<file path="src/rtl/sonic_echo_responder.sv">
// sonic_echo_responder: responder side of the HC-SR04 trig/echo protocol.
// Takes a trigger pulse, waits the burst delay, then raises echo for a width set by distance_cm.
// Ports: clk, rst (async active-low), trig (async pin), distance_cm/obj_valid (obstacle model),
//        echo (registered pulse), busy (not IDLE), short_trig (1-cycle rejected-trigger flag).
module sonic_echo_responder #(
   parameter int TICKS_PER_US   = 100,
   parameter int TRIG_MIN_US    = 10,
   parameter int BURST_DELAY_US = 250,
   parameter int US_PER_CM      = 58,
   parameter int MIN_CM         = 2,
   parameter int MAX_CM         = 400,
   parameter int TIMEOUT_US     = 38000,
   parameter int HOLDOFF_US     = 10000
) (
   input  logic       clk,
   input  logic       rst,
   input  logic       trig,
   input  logic [8:0] distance_cm,
   input  logic       obj_valid,
   output logic       echo,
   output logic       busy,
   output logic       short_trig
);

   localparam int HI_MIN = TRIG_MIN_US * TICKS_PER_US;
   localparam int PW     = (TICKS_PER_US > 1) ? $clog2(TICKS_PER_US) : 1;

   typedef enum logic [2:0] {
      IDLE    = 3'd0,
      TRIG_HI = 3'd1,
      BURST   = 3'd2,
      ECHO    = 3'd3,
      HOLDOFF = 3'd4
   } state_t;

   state_t          state;
   state_t          state_nx;
   logic            trig_m;
   logic            trig_s;
   logic            trig_p;
   logic [PW-1:0]   pre;
   logic [15:0]     us_cnt;
   logic [15:0]     hi_cnt;
   logic [15:0]     width_us;
   logic [15:0]     width_nx;
   logic            pre_wrap;
   logic            hi_ok;

   assign pre_wrap = (pre == PW'(TICKS_PER_US - 1));
   assign hi_ok    = (hi_cnt >= 16'(HI_MIN));

   // Two-flop synchronizer; trig_p is the previous synchronized sample for edge detection.
   always_ff @(posedge clk or negedge rst) begin
      if (!rst) begin
         trig_m <= 1'b0;
         trig_s <= 1'b0;
         trig_p <= 1'b0;
      end else begin
         trig_m <= trig;
         trig_s <= trig_m;
         trig_p <= trig_s;
      end
   end

   // Echo width in microseconds from the current obstacle inputs.
   always_comb begin
      width_nx = 16'(TIMEOUT_US);
      if (!obj_valid || (distance_cm > 9'(MAX_CM)))
         width_nx = 16'(TIMEOUT_US);
      else if (distance_cm < 9'(MIN_CM))
         width_nx = 16'(MIN_CM * US_PER_CM);
      else
         width_nx = 16'(32'(distance_cm) * 32'(US_PER_CM));
   end

   always_comb begin
      state_nx = state;
      case (state)
         IDLE:    if (trig_s && !trig_p) state_nx = TRIG_HI;
         TRIG_HI: if (!trig_s) state_nx = hi_ok ? BURST : IDLE;
         BURST:   if (pre_wrap && (us_cnt == 16'(BURST_DELAY_US - 1))) state_nx = ECHO;
         ECHO:    if (pre_wrap && (us_cnt == width_us - 16'd1)) state_nx = HOLDOFF;
         HOLDOFF: if (pre_wrap && (us_cnt == 16'(HOLDOFF_US - 1))) state_nx = IDLE;
         default: state_nx = IDLE;
      endcase
   end

   always_ff @(posedge clk or negedge rst) begin
      if (!rst)
         state <= IDLE;
      else
         state <= state_nx;
   end

   // Timebase restarts on every state change so each phase lasts an exact cycle count.
   always_ff @(posedge clk or negedge rst) begin
      if (!rst) begin
         pre    <= '0;
         us_cnt <= '0;
      end else if (state_nx != state) begin
         pre    <= '0;
         us_cnt <= '0;
      end else if (pre_wrap) begin
         pre    <= '0;
         us_cnt <= us_cnt + 16'd1;
      end else begin
         pre    <= pre + PW'(1);
      end
   end

   // High-width counter: the sample that triggered entry counts as the first high cycle.
   always_ff @(posedge clk or negedge rst) begin
      if (!rst) begin
         hi_cnt <= '0;
      end else if ((state == IDLE) && (state_nx == TRIG_HI)) begin
         hi_cnt <= 16'd1;
      end else if ((state == TRIG_HI) && trig_s && !hi_ok) begin
         hi_cnt <= hi_cnt + 16'd1;
      end
   end

   always_ff @(posedge clk or negedge rst) begin
      if (!rst)
         width_us <= '0;
      else if ((state == TRIG_HI) && (state_nx == BURST))
         width_us <= width_nx;
   end

   // Outputs are registered from the next state so they line up with the state register.
   always_ff @(posedge clk or negedge rst) begin
      if (!rst) begin
         echo       <= 1'b0;
         busy       <= 1'b0;
         short_trig <= 1'b0;
      end else begin
         echo       <= (state_nx == ECHO);
         busy       <= (state_nx != IDLE);
         short_trig <= (state == TRIG_HI) && (state_nx == IDLE);
      end
   end

endmodule

</file>
<file path="config.mk">
export PLATFORM = sky130hd
export DESIGN_NAME = sonic_echo_responder
export DESIGN_NICKNAME = d
export VERILOG_FILES = /design/src/rtl/sonic_echo_responder.sv
export SDC_FILE = /design/constraint.sdc
export NUM_CORES = 1
export LEC_CHECK = 0
export ABC_AREA = 1
export CORE_MARGIN = 5
export CORE_UTILIZATION = 30
export CTS_BUF_LIST = sky130_fd_sc_hd__clkbuf_4
export DETAILED_ROUTE_END_ITERATION = 12
export GPL_ROUTABILITY_DRIVEN = 0
export SLEW_MARGIN = 15
export SYNTH_ARGS = -nofsm -noshare
export SYNTH_HDL_FRONTEND = slang
export SYNTH_SLANG_ARGS = --single-unit
</file>
<file path="constraint.sdc">
create_clock -name clk -period 2.2 [get_ports clk]
set_input_delay 0.55 -clock clk [delete_from_list [all_inputs] [get_ports clk]]
set_output_delay 0.55 -clock clk [all_outputs]
set_load 0.005 [all_outputs]
</file>
==> results.cfg, run 1 <==
[outcome]
run_status = finished with violations
violated_checks = setup timing

[cells_and_area]
final_area_mm2 = 0.006188
combined_area_of_the_multi_input_logic_cells_mm2 = 0.003074
drive_gt1_frac = 0.2528
utilization = 0.4041
num-fill-cells = 1577
antenna_cells = 0
synthToLayoutAreaGrowth_pct = 31.51
final_net_count = 773
seq_area_mm2 = 0.001578

[grt]
wire_length_of_the_first_global_routing_pass_um = 18200
antenna_found_initial = 0
global_route.usage.total = 0.1200
gr-total-overflow = 0
grt_max_degree = 64
first_global_vias = 3928

[synthesis]
synth_enable_flop_cells = 0
asyncSetResetFlopFracSynth = 1.000
synth_top_family_by_area = simple AND/OR/NAND/NOR gates
syn_inst = 611
ys_dominant_reg_cell = sky130_fd_sc_hd__dfrtp_1
synth.distinct_cells = 37
postSynthAreaPerCell_um2 = 7.702
seq_area_frac_synth = 0.3350
yosysTopAreaCell = sky130_fd_sc_hd__dfrtp_1
synth.net_count = 680
synth-compound-area-share = 0.06222
synth-adder-area-share = 0.1696
syn-cell-area_mm2 = 0.004706
yosys_register_bits = 63
synth.mux.area_fraction = 0
synth.area.top_cells = sky130_fd_sc_hd__dfrtp_1 34%, sky130_fd_sc_hd__ha_1 11%, sky130_fd_sc_hd__nand2_1 9.7%
netlist.area_leader.share = 0.3350
simple_gate_area_share_of_the_yosys_netlist = 0.2810
ys.warnings.count = 0
yosys.area_share.xor_xnor = 0.06142

[worst_setup_path]
worstPathArrival_ns = 3.25
crit_path_required_time_ns = 2.49
cp_endpoint_kind = flip-flop
startpoint_type = input pin
worst_r2r_endpoint = pre[5]
critical_path_peak_fanout = 4
critPathLaunch = distance_cm[3]
reg2regPathDepth = 18
crit_type = input pin to flip-flop
rrSetupSlack_ns = 0.08
origin_of_the_critical_flop_to_flop_path = width_us[1]

[timing]
finalCritPeriodShare = 1.345
timing.clock.skew_ns = 0.009719
rsz0062_at_grt = true
postLayoutSetupSlackWorst_ns = -0.7592
setup_viol = 9
timing_hold_violations_final = 0
final_period_minus_worst_setup_slack_ns = 2.959
max_slew_headroom = 0.7227
maxClockFrequency_mhz = 337.9
tightestPinTransition_ns = 0.4128
tns_ns = -4.778
timing.final.max_slew_violations = 0

[power]
irDropWorstVdd_v = 0.0003010
pwr_density_cell_mw_per_mm2 = 611.5
leakage_power_nw = 2.919
switchingPower_w = 0.001331
power.share.switching = 0.3518
report.power.total_w = 0.003784
internal_power_w = 0.002453
comb_power_share = 0.466
p_clk_frac = 0.199
seq_power_share = 0.335

[clock_network]
path_clk_slew_ns = 0.11
cts_hold_buffers = 0
cts_root_buffer = sky130_fd_sc_hd__clkbuf_4
htree_num_levels = 3
tritoncts = done
clock-sinks = 63
cts_made_buffers = 9
clk_latency_ns = 0.39
clockBufferDepth = 2

[placed_design]
detailed_place_hpwl_um = 8098
dpl_worst_slack_ns = -1.687
placed_area_mm2 = 0.005723
number_of_input_and_output_port_buffers_inserted = 15

[detailed_routing]
antenna_nets_post_route = 0
drc = 0
total_wirelength_um = 10620
route.detailed.vias_per_inst = 4.359
detailedRoute.firstPassIterationCount = 4
drt_iter0_drc = 198
route.vias.total = 4006
routed_wire_length_per_instance_um = 11.56

[floorplan]
dieWidth_um = 135.2
die_height_um = 135.2
die-area_mm2 = 0.01829
initial_core_util = 0.3073
std_cell_rows = 45
io_pins = 16
placeableCoreArea_mm2 = 0.01531

[hold_path]
worst_hold_path_type = input pin to asynchronous set/reset pin

[run]
maxCapViolCount = 0
[cells by family (layout without fill, tap and decap cells)]
group	count (synthesis)	after routing
flops	63	63
simple gates	299	299
xor+xnor	33	33
fa+ha+maj	56	56
compound gates	52	52
buf+inv	108	205
[cells in the mapped netlist, types with 6 or more instances]
master	count
sky130_fd_sc_hd__xor2_1	21
sky130_fd_sc_hd__nor2_2	6
sky130_fd_sc_hd__nor4_1	6
sky130_fd_sc_hd__nand4_1	10
sky130_fd_sc_hd__nor2_1	91
sky130_fd_sc_hd__xnor2_1	12
sky130_fd_sc_hd__o21ai_0	15
sky130_fd_sc_hd__nand2_1	121
sky130_fd_sc_hd__nand3_1	31
sky130_fd_sc_hd__fa_1	13
sky130_fd_sc_hd__a21oi_1	25
sky130_fd_sc_hd__ha_1	43
sky130_fd_sc_hd__nor3_1	16
sky130_fd_sc_hd__dfrtp_1	63
sky130_fd_sc_hd__inv_1	98
[worst max path at each step]
stage / end / slack (ns) / cells past startpoint
floorplan: width_us[12] / -0.91 / 16
finish: width_us[9] / -0.76 / 16
global placement: width_us[12] / -1.62 / 17
detailed placement: width_us[12] / -1.69 / 17
global route: width_us[9] / -0.83 / 16
CTS: width_us[12] / -0.67 / 17
[layer usage]
layer / vias up / global-route usage / share of wire
li1: 2112 / - / -
met1: 1830 / 0.1557 / 0.47
met2: 54 / 0.2096 / 0.49
met3: 10 / 0.02043 / 0.027
met4: 0 / 0.02576 / 0.013
met5: - / 0 / 0
[metrics by stage]
step | hold slack (ns) | cells
5_1_grt | 0.1532 | 919
3_3_place_gp | 0.3470 | 897
2_1_floorplan | 0.2544 | 611
3_5_place_dp | 0.3347 | 897
6_report | 0.1412 | 919
4_1_cts | 0.1435 | 915
[power by group through the flow]
stage	combinational, W	sequential, W	clock, W
2_1_floorplan	0.000797	0.00128	0
3_3_place_gp	0.00128	0.00129	0
3_5_place_dp	0.00129	0.00128	0
4_1_cts	0.00156	0.00126	0.000781
5_1_grt	0.00194	0.00128	0.000833
6_report	0.00176	0.00127	0.000755
[what timing repair did]
action | in CTS | in global routing
pin swaps | 30 | 18
endpoints found under the setup margin | 38 | 38
gates resized for setup | 77 | 29
buffers inserted | 3 | 6
[cell usage in the layout, fill, tap and decap left out, types with 8 or more instances in the layout]
| cell | count |
|---|---|
| sky130_fd_sc_hd__nor2_2 | 12 |
| sky130_fd_sc_hd__fa_1 | 11 |
| sky130_fd_sc_hd__ha_4 | 12 |
| sky130_fd_sc_hd__a21oi_1 | 18 |
| sky130_fd_sc_hd__clkbuf_4 | 10 |
| sky130_fd_sc_hd__ha_1 | 31 |
| sky130_fd_sc_hd__nor3_1 | 13 |
| sky130_fd_sc_hd__nor2_1 | 83 |
| sky130_fd_sc_hd__nand2_1 | 112 |
| sky130_fd_sc_hd__dfrtp_1 | 62 |
| sky130_fd_sc_hd__inv_1 | 91 |
| sky130_fd_sc_hd__xnor2_1 | 9 |
| sky130_fd_sc_hd__buf_4 | 68 |
| sky130_fd_sc_hd__nand2_2 | 11 |
| sky130_fd_sc_hd__xor2_1 | 21 |
| sky130_fd_sc_hd__o21ai_0 | 11 |
| sky130_fd_sc_hd__inv_2 | 8 |
| sky130_fd_sc_hd__nand3_1 | 29 |
| sky130_fd_sc_hd__nand4_1 | 10 |
[flip-flops by register name (all words and copies together) (netlist names)]
| signal | flops |
|---|---|
| us_cnt | 16 |
| pre | 7 |
| width_us | 15 |
| hi_cnt | 16 |
| echo | 1 |
| short_trig | 1 |
| trig_p | 1 |
| trig_m | 1 |
| trig_s | 1 |
| state | 3 |
| busy | 1 |
[worst max-delay path: stages]
cell and delay (ns):
sky130_fd_sc_hd__buf_6 0.11, sky130_fd_sc_hd__fa_1 0.47, sky130_fd_sc_hd__ha_1 0.29, sky130_fd_sc_hd__inv_1 0.04, sky130_fd_sc_hd__fa_1 0.49, sky130_fd_sc_hd__inv_2 0.05, sky130_fd_sc_hd__ha_4 0.30, sky130_fd_sc_hd__nand2_2 0.11
sky130_fd_sc_hd__o21ai_2 0.17, sky130_fd_sc_hd__a21oi_2 0.07, sky130_fd_sc_hd__nor2_2 0.15, sky130_fd_sc_hd__buf_4 0.12, sky130_fd_sc_hd__buf_4 0.08, sky130_fd_sc_hd__nor2_1 0.03, sky130_fd_sc_hd__a21oi_1 0.17, sky130_fd_sc_hd__a21oi_1 0.06
[final cells by class]
| type | count | area share |
|---|---|---|
| clock inverters | 5 | 0.008087 |
| flip-flops and latches | 63 | 0.2550 |
| well taps | 211 | 0.04266 |
| repair buffers | 91 | 0.1254 |
| clock buffers | 10 | 0.01213 |
| inverters | 99 | 0.06005 |
| multi-input cells | 440 | 0.4968 |
No activity file was read; power rests on OpenSTA's default activity.
==> inputs of run 2 (changes only) <==
--- a/config.mk
+++ b/config.mk
@@ -10,8 +10,6 @@
 export CORE_UTILIZATION = 30
 export CTS_BUF_LIST = sky130_fd_sc_hd__clkbuf_4
 export DETAILED_ROUTE_END_ITERATION = 12
-export GPL_ROUTABILITY_DRIVEN = 0
-export SLEW_MARGIN = 15
 export SYNTH_ARGS = -nofsm -noshare
 export SYNTH_HDL_FRONTEND = slang
 export SYNTH_SLANG_ARGS = --single-unit
==> results of run 2 <==
Same layout as run 1: the final DEF is identical, and so are final timing and power.
==> inputs of run 3 (changes only) <==
--- a/config.mk
+++ b/config.mk
@@ -5,11 +5,11 @@
 export SDC_FILE = /design/constraint.sdc
 export NUM_CORES = 1
 export LEC_CHECK = 0
-export ABC_AREA = 1
 export CORE_MARGIN = 5
 export CORE_UTILIZATION = 30
 export CTS_BUF_LIST = sky130_fd_sc_hd__clkbuf_4
 export DETAILED_ROUTE_END_ITERATION = 12
+export HOLD_SLACK_MARGIN = 0.15
 export SYNTH_ARGS = -nofsm -noshare
 export SYNTH_HDL_FRONTEND = slang
 export SYNTH_SLANG_ARGS = --single-unit
==> constraint.sdc (replaced) <==
create_clock -name clk -period 3.7 [get_ports clk]
set_input_delay 0.925 -clock clk [delete_from_list [all_inputs] [get_ports clk]]
set_output_delay 0.925 -clock clk [all_outputs]
set_load 0.005 [all_outputs]
==> results.cfg, run 3 <==
[power]
pwr_density_cell_mw_per_mm2 = 354.0
leakage_power_nw = 2.444
irDropWorstVdd_v = 0.0001544

[clock_network]
cts_made_buffers = 9
clockBufferDepth = 2
cts_root_buffer = sky130_fd_sc_hd__clkbuf_4
cts_hold_buffers = 0
clk_latency_ns = 0.41
tritoncts = done
path_clk_slew_ns = 0.10
htree_num_levels = 3
clock-sinks = 63

[synthesis]
ys.warnings.count = 0
synth_common_cells = 63 x sky130_fd_sc_hd__dfrtp_1, 43 x sky130_fd_sc_hd__ha_1, 40 x sky130_fd_sc_hd__inv_1, 32 x sky130_fd_sc_hd__nor2_1, 31 x sky130_fd_sc_hd__xnor2_1
syn-cell-area_mm2 = 0.004617
yosysTopAreaCell = sky130_fd_sc_hd__dfrtp_1
synth.area.top_cells = sky130_fd_sc_hd__dfrtp_1 34%, sky130_fd_sc_hd__ha_1 12%, sky130_fd_sc_hd__xnor2_1 5.9%
synth.net_count = 554
seq_area_frac_synth = 0.3415
asyncSetResetFlopFracSynth = 1.000
postSynthAreaPerCell_um2 = 9.519
yosys.cell_count.top_type = sky130_fd_sc_hd__dfrtp_1
ys_dominant_reg_cell = sky130_fd_sc_hd__dfrtp_1
netlist.area_leader.share = 0.3415
yosys_register_bits = 63
synth.distinct_cells = 63
synth_enable_flop_cells = 0
syn_inst = 485

[grt]
first_global_vias = 3693
wire_length_of_the_first_global_routing_pass_um = 17910
gr-total-overflow = 0
grt_max_degree = 40
antenna_found_initial = 0
global_route.usage.total = 0.1201

[floorplan]
io_pins = 16
initial_core_util = 0.3048
dieWidth_um = 134.1
placeableCoreArea_mm2 = 0.01515
die_height_um = 134.1
die-area_mm2 = 0.01797
std_cell_rows = 45

[detailed_routing]
drc = 0
drt_iter0_drc = 240
route.detailed.vias_per_inst = 5.075
routed_wire_length_per_instance_um = 14.16
route.vias.total = 3735
detailedRoute.firstPassIterationCount = 5
antenna_nets_post_route = 0
total_wirelength_um = 10420

[worst_setup_path]
critPathMaxStageDelay_ns = 0.52
number_of_buffer_and_inverter_instances_along_the_worst_setup_path = 4
cell_with_the_most_instances_on_the_worst_path = sky130_fd_sc_hd__inv_1
crit_path_required_time_ns = 4.05
startpoint_type = input pin
cp_endpoint_kind = flip-flop
crit_type = input pin to flip-flop
cell_count_along_the_critical_path = 13
rrSetupSlack_ns = 0.32
path_delay_family = adder cells
reg2regPathDepth = 7
critical_path_peak_fanout = 3
timing.critical_path.cells = dlygate4sd2_1, buf_4, fa_2, ha_1, inv_1, fa_1, inv_1, ha_4, a21o_1, a211oi_4, o21bai_2, a2111o_1, nand3_1
worst_r2r_endpoint = us_cnt[12]
slowest_stage = sky130_fd_sc_hd__fa_2
critPathCapture = width_us[13]
worstPathArrival_ns = 3.96
origin_of_the_critical_flop_to_flop_path = pre[0]
critPathLaunch = distance_cm[2]

[cells_and_area]
utilization = 0.3622
layout.cells.most_common_list = 63 x sky130_fd_sc_hd__dfrtp_1, 49 x sky130_fd_sc_hd__buf_4, 40 x sky130_fd_sc_hd__inv_1
final_net_count = 614
layout_commonest_cell = sky130_fd_sc_hd__dfrtp_1
final_area_mm2 = 0.005487
drive_gt1_frac = 0.1569
largest_registers = hi_cnt: 16 flops, us_cnt: 16 flops, width_us: 15 flops
synthToLayoutAreaGrowth_pct = 18.83
antenna_cells = 0

[timing]
timing.clock.skew_ns = 0.009842
setup_viol = 0
timing.final.max_slew_violations = 0
timing_hold_violations_final = 0
tightestPinTransition_ns = 1.244
final_period_minus_worst_setup_slack_ns = 3.615
timing.hold.ws_ns = 0.3820
tns_ns = 0
max_slew_headroom = 0.1676
finalCritPeriodShare = 0.9771
maxClockFrequency_mhz = 276.6

[placed_design]
placed_area_mm2 = 0.005283
detailed_place_hpwl_um = 7826
routabilityCongestion = 0.8063
number_of_input_and_output_port_buffers_inserted = 15

[hold_path]
worst_hold_path_type = flip-flop to flip-flop

[outcome]
run_status = finished, final reports clean

[run]
maxCapViolCount = 0
==> run 3: changes by cell type in the layout (fill, tap and decap cells not counted), moves of 8 or more <==
cell	change
sky130_fd_sc_hd__nor2_2	-12
sky130_fd_sc_hd__inv_1	-51
sky130_fd_sc_hd__xnor2_1	+22
sky130_fd_sc_hd__a211oi_1	+18
sky130_fd_sc_hd__nand2_2	-11
sky130_fd_sc_hd__nor2_1	-51
sky130_fd_sc_hd__nand2_1	-82
sky130_fd_sc_hd__and2_1	+9
sky130_fd_sc_hd__buf_4	-19
sky130_fd_sc_hd__inv_2	-8
sky130_fd_sc_hd__nand3_1	-10
==> run 3: area by class of cell <==
cell class / instances / area, um2
inverters: 40 / 150.1
flip-flops and latches: 63 / 1577
fillers: 1541 / 9659
clock inverters: 2 / 10.01
well taps: 188 / 235.2
multi-input cells: 366 / 2903
repair buffers: 65 / 521.8
clock buffers: 12 / 90.09
==> run 3: kinds of logic after synthesis <==
family,Yosys count,synth area share
xor gates and xnor gates,46,0.08726
buffers and inverters,56,0.05095
and+or+nand+nor,170,0.1967
AOI/OAI and AO/OA,90,0.1417
DFF,63,0.3415
adders and majority gates,56,0.1729
muxes,4,0.008943
==> run 3: worst register-to-register path: stages, from the launching register on <==
cell	delay, ns
sky130_fd_sc_hd__dfrtp_1	0.39
sky130_fd_sc_hd__ha_1	0.21
sky130_fd_sc_hd__nor4bb_1	0.47
sky130_fd_sc_hd__nand2_1	0.19
sky130_fd_sc_hd__o41ai_2	0.56
sky130_fd_sc_hd__mux2i_1	0.21
sky130_fd_sc_hd__nor2_1	0.98
sky130_fd_sc_hd__a211oi_1	0.20
==> run 3: routing by layer <==
layer | wire (um) | part of all wire | vias to the layer above | track usage
li1 | - | - | 1857 | -
met5 | 0 | 0 | - | 0
met4 | 112 | 0.011 | 0 | 0.02828
met3 | 250 | 0.024 | 11 | 0.02213
met1 | 5054 | 0.48 | 1822 | 0.1605
met2 | 5003 | 0.48 | 45 | 0.2027
==> run 3: where the power goes <==
part	internal, W	leakage (nW)	switching, W
sequential	0.000733	0.807	0.0000580
combinational	0.000403	1.57	0.000353
clock	0.000152	0.0630	0.000243
total	0.00129	2.44	0.000654
==> run 3: worst min-delay path by stage <==
stage / startpoint / endpoint / depth (start not counted)
final: trig_m / trig_s / 0
after global routing: trig_m / trig_s / 0
after CTS: trig_m / trig_s / 0
after detailed placement: trig_m / trig_s / 0
after global placement: trig_m / trig_s / 0
after floorplan: trig_m / trig_s / 0
==> run 3: timing repair <==
action	CTS	global route
setup buffers	1	1
setup endpoints to repair	5	4
resized for setup	13	8
pin swaps	5	6
==> run 3: per-stage QoR <==
| stage | setup WS [ns] | std cells | power, W |
|---|---|---|---|
| floorplan | 0.01272 | 485 | 0.001205 |
| global placement | -0.6039 | 720 | 0.001455 |
| detailed placement | -0.6354 | 720 | 0.001474 |
| CTS | 0.007927 | 735 | 0.001919 |
| global route | -0.009865 | 736 | 0.002096 |
| finish | 0.08466 | 736 | 0.001942 |
